===== src/rtl/counter_seq.sv =====
// Sequencer for an external loadable counter: preloads it, paces its increments
// through a prescaler and reports terminal-count events (one-shot or periodic).
module counter_seq #(
   parameter int WIDTH = 8,
   parameter int PW    = 4
) (
   input  logic             clk,
   input  logic             rst_n,
   input  logic             start,
   input  logic             stop,
   input  logic             mode,
   input  logic [WIDTH-1:0] load_val,
   input  logic [WIDTH-1:0] limit,
   input  logic [PW-1:0]    presc,
   input  logic [WIDTH-1:0] cnt_val,
   output logic             cnt_cen,
   output logic             cnt_wen,
   output logic [WIDTH-1:0] cnt_dat,
   output logic             busy,
   output logic             done,
   output logic [15:0]      periods
);

   typedef enum logic [1:0] {IDLE, LOAD, RUN} state_t;

   state_t           r_state;
   logic             r_mode;
   logic [WIDTH-1:0] r_load;
   logic [WIDTH-1:0] r_limit;
   logic [PW-1:0]    r_presc;
   logic [PW-1:0]    r_pcnt;
   logic             r_wen;
   logic             r_busy;
   logic             r_done;
   logic [15:0]      r_periods;

   logic             w_tick;
   logic             w_atLimit;

   assign w_tick    = (r_pcnt == r_presc);
   assign w_atLimit = (cnt_val == r_limit);

   // Enable is combinational on the live counter value so the counter never steps past the limit.
   assign cnt_cen = (r_state == RUN) && w_tick && !w_atLimit;
   assign cnt_wen = r_wen;
   assign cnt_dat = r_load;
   assign busy    = r_busy;
   assign done    = r_done;
   assign periods = r_periods;

   always_ff @(posedge clk or negedge rst_n) begin
      if (!rst_n) begin
         r_state   <= IDLE;
         r_mode    <= 1'b0;
         r_load    <= '0;
         r_limit   <= '0;
         r_presc   <= '0;
         r_pcnt    <= '0;
         r_wen     <= 1'b0;
         r_busy    <= 1'b0;
         r_done    <= 1'b0;
         r_periods <= '0;
      end else begin
         r_done <= 1'b0;
         // Abort has priority over every transition, including a same-cycle terminal count.
         if (stop) begin
            r_state <= IDLE;
            r_wen   <= 1'b0;
            r_busy  <= 1'b0;
         end else begin
            case (r_state)
               IDLE: begin
                  if (start) begin
                     r_mode    <= mode;
                     r_load    <= load_val;
                     r_limit   <= limit;
                     r_presc   <= presc;
                     r_periods <= '0;
                     r_state   <= LOAD;
                     r_wen     <= 1'b1;
                     r_busy    <= 1'b1;
                  end
               end
               LOAD: begin
                  r_pcnt  <= '0;
                  r_state <= RUN;
                  r_wen   <= 1'b0;
               end
               RUN: begin
                  if (w_tick) begin
                     r_pcnt <= '0;
                     if (w_atLimit) begin
                        r_done <= 1'b1;
                        if (r_periods != 16'hFFFF) begin
                           r_periods <= r_periods + 16'd1;
                        end
                        if (r_mode) begin
                           r_state <= LOAD;
                           r_wen   <= 1'b1;
                        end else begin
                           r_state <= IDLE;
                           r_busy  <= 1'b0;
                        end
                     end
                  end else begin
                     r_pcnt <= r_pcnt + PW'(1);
                  end
               end
               default: begin
                  r_state <= IDLE;
                  r_wen   <= 1'b0;
                  r_busy  <= 1'b0;
               end
            endcase
         end
      end
   end

endmodule


===== config.mk =====
export PLATFORM = sky130hd
export DESIGN_NAME = counter_seq
export DESIGN_NICKNAME = d
export VERILOG_FILES = /design/src/rtl/counter_seq.sv
export SDC_FILE = /design/constraint.sdc
export NUM_CORES = 1
export LEC_CHECK = 0
export CAP_MARGIN = 0
export CORE_MARGIN = 2
export CORE_UTILIZATION = 40
export DETAILED_ROUTE_END_ITERATION = 7
export GPL_ROUTABILITY_DRIVEN = 1
export GPL_TIMING_DRIVEN = 0
export PLACE_DENSITY = 0.79
export SKIP_CTS_REPAIR_TIMING = 1
export SYNTH_ARGS = -nofsm -noshare
export SYNTH_HDL_FRONTEND = slang
export SYNTH_SLANG_ARGS = --single-unit

===== constraint.sdc =====
create_clock -name clk -period 1.85 [get_ports clk]
set_input_delay 0.37 -clock clk [delete_from_list [all_inputs] [get_ports clk]]
set_output_delay 0.37 -clock clk [all_outputs]
set_load 0.05 [all_outputs]

==> impl_metrics.env <==
export IMPL_first_pass_iters=4
export IMPL_required_ns=1.48
export IMPL_synth_most_common_cell="dfrtp_1"
export IMPL_power_per_cell_area_nw_per_um2=1060
export IMPL_die_height_um=82.2
export IMPL_nets=366
export IMPL_portBuffers=60
export IMPL_setup_ws_ns=-0.241
export IMPL_slew_viol_final=0
export IMPL_clock_fmax_mhz=478
export IMPL_worstSetupEndpointType="primary output"
export IMPL_area_delta_synth_final_pct=56.5
export IMPL_worstSetupStartpointType="input port"
export IMPL_clock_skew_ns=0.00578
export IMPL_ys_seq_area_share_pct=47.0
export IMPL_ctsHtreeMaxLevel=2
export IMPL_fin_crit_sh_pct=113
export IMPL_start_util_pct=41.4
export IMPL_hold_class="in -> async"
export IMPL_worstSetupStartpoint="cnt_val[0]"
export IMPL_ys_flop_type="dfrtp_1"
export IMPL_async_reset_ff_share_pct=100
export IMPL_ir_drop_uv=953
export IMPL_wl_per_cell_um=15.3
export IMPL_num_vias=2218
export IMPL_critPathKind="in -> out"
export IMPL_synthesis_area_um2=2450
export IMPL_synth_top_area_share_pct=47.0
export IMPL_nFillCells=454
export IMPL_ys_ff_latch=46
export IMPL_core_area_um2=5920
export IMPL_dpl_hpwl_um=4040
export IMPL_grt_max_degree=28
export IMPL_rsz0062_at_grt="yes"
export IMPL_cts_buffers=5
export IMPL_final_util_pct=64.7
export IMPL_r2r_start="r_limit[7]"
export IMPL_clk_pin_slew_ns=0.09
export IMPL_routed_wl_um=6160
export IMPL_tns_ns=-2.29
export IMPL_cts_tree="yes"
export IMPL_syn_area_per_cell_um2=10.4
export IMPL_slowest_delay_ns=0.51
export IMPL_die_w_um=82.2
export IMPL_drtAntennaViolNets=0
export IMPL_syn_num_nets=274
export IMPL_synth_compound_gate_area_share_pct=11.4
export IMPL_ys_types=48
export IMPL_yosys_mux_area_fraction_pct=12.2
export IMPL_drv_cap=0
export IMPL_arrival_ns=1.72
export IMPL_netlist_instances=235
export IMPL_place_congestion=0.811
export IMPL_hold_violations=0
export IMPL_synth_largest_area_cell="dfrtp_1"
export IMPL_hold_slack_ns=0.0301
export IMPL_grt_pass1_vias=1942
export IMPL_ys_top_cells_by_area="dfrtp_1 (47%), mux2_2 (10%), ha_1 (3.1%)"
export IMPL_antenna_found_initial=0
export IMPL_rrSetupSlack_ns=-0.23
export IMPL_total_leakage_power_nw=1.97
export IMPL_antennaDiodeCount=0
export IMPL_maxSlewHeadroom_pct=65.4
export IMPL_synthSimpleGateAreaFrac_pct=18.4
export IMPL_grt_pass1_wl_um=8940
export IMPL_clk_insertion_delay_late_ns=0.29
export IMPL_drive_gt1_share_pct=37.8
export IMPL_synth_fa_ha_area_share_pct=3.07
export IMPL_clock_path_buffers=2
export IMPL_dieArea_um2=6760
export IMPL_ys_warnings_count=0
export IMPL_violations="setup timing"
export IMPL_status="complete, but fails checks"
export IMPL_overflow=0
export IMPL_worstMarginPinSlew_ns=0.518
export IMPL_routed_via_density=5.50
export IMPL_synth_edf_count=0
export IMPL_drt_iter0_drc=178
export IMPL_slowest_stage="clkdlybuf4s50_1"
export IMPL_drc=0
export IMPL_min_period_ns=2.09
export IMPL_synth_top_family_by_area="simple AND/OR/NAND/NOR gates"
export IMPL_finalSetupViolCount=17
export IMPL_ys_top_cells_by_count="dfrtp_1 (46), mux2_2 (22), nand2_1 (20), nand3_1 (13), nor2_1 (13)"
export IMPL_cts_root_buf="clkbuf_8"
export IMPL_crit_chain="clkdlybuf4s50_1, xor2_2, nor4_4, buf_4, a211oi_4, buf_6"
export IMPL_ios=61
export IMPL_rows=28
export IMPL_synth_xor_area_share_pct=4.29
export IMPL_track_usage_pct=16.9
export IMPL_worstPathMaxFanout=2
export IMPL_cts_sinks=46
==> sequential cells by signal (all words and copies together), names as in the netlist <==
name and cells:
periods 16, r_mode 1, r_state 2, r_presc 4, busy 1, r_pcnt 4, cnt_wen 1, cnt_dat 8
r_limit 8, done 1
==> cells in the final DEF (no fill, tap or decap), types with 3 or more instances in the layout <==
master / count
buf_6: 4
clkbuf_2: 3
xnor2_1: 4
buf_4: 23
mux2_2: 22
nor3_1: 5
dfrtp_2: 12
xor2_2: 8
ha_1: 3
inv_1: 3
nand3_1: 9
nand4_1: 7
ha_4: 3
buf_2: 4
o21ai_0: 7
clkbuf_8: 5
nand2_1: 19
inv_2: 3
dlymetal6s2s_1: 32
a21oi_1: 9
clkdlybuf4s50_1: 26
o211ai_1: 3
nand3_2: 4
dfrtp_1: 34
mux2i_1: 5
nor2_1: 12
a31oi_1: 3
==> final cells by class <==
class / instances / area [um^2] / area share, %
timing repair buffer: 85 / 896 / 23.4
buffer: 10 / 77.6 / 2.02
tap: 75 / 93.8 / 2.45
multi-input combinational: 173 / 1490 / 38.8
clock buffer: 5 / 68.8 / 1.80
clock inverter: 3 / 21.3 / 0.555
sequential: 46 / 1170 / 30.4
inverter: 6 / 22.5 / 0.588
==> routing by layer <==
| layer | share of wire (%) | GRT usage [%] | vias up |
|---|---|---|---|
| li1 | - | - | 1043 |
| met1 | 42 | 21.8 | 1085 |
| met2 | 52 | 28.7 | 86 |
| met3 | 6.0 | 4.24 | 4 |
| met4 | 0.62 | 3.33 | 0 |
| met5 | 0 | 0 | - |
==> report_power, final <==
part           switching [mW]  internal [mW]  total (mW)
clock network           0.348          0.266       0.614
logic                    1.06          0.878        1.94
registers               0.214           1.29        1.50
==> kinds of logic (layout without fill, tap and decap cells) <==
| kind of cell | count (synthesis) | after routing |
|---|---|---|
| AND/OR/NAND/NOR | 84 | 84 |
| flip-flops | 46 | 46 |
| AO/OA/AOI/OAI | 44 | 44 |
| multiplexers | 27 | 27 |
| buffers and inverters | 16 | 109 |
| XOR/XNOR | 12 | 12 |
| adder cells (fa/ha/maj) | 6 | 6 |
==> through the flow <==
stage | power (mW) | cell area [um^2] | setup slack, ns | instances
floorplan | 2.67 | 2530 | -0.201 | 235
global placement | 3.13 | 3220 | -1.07 | 370
detailed placement | 3.17 | 3240 | -0.785 | 371
CTS | 3.79 | 3330 | -1.11 | 379
global route | 4.30 | 3830 | -0.338 | 403
finish | 4.06 | 3830 | -0.241 | 403
==> critical path: cells and delay by family <==
| family | cells | cell delay (ns) |
|---|---|---|
| AOI/OAI and AO/OA | 1 | 0.23 |
| xor gates and xnor gates | 1 | 0.20 |
| buffers and inverters | 3 | 0.85 |
| and+or+nand+nor | 1 | 0.06 |
==> worst paths after layout <==
check	depth (start not counted)	to
worst min register to register	1	cnt_dat[4]
worst max-delay path	6	cnt_cen
min in group clk	1	cnt_dat[4]
worst min-delay path	1	periods[6]
max in group asynchronous	2	periods[0]
worst max register to register	8	periods[3]
No activity file was read; power rests on OpenSTA's default activity.
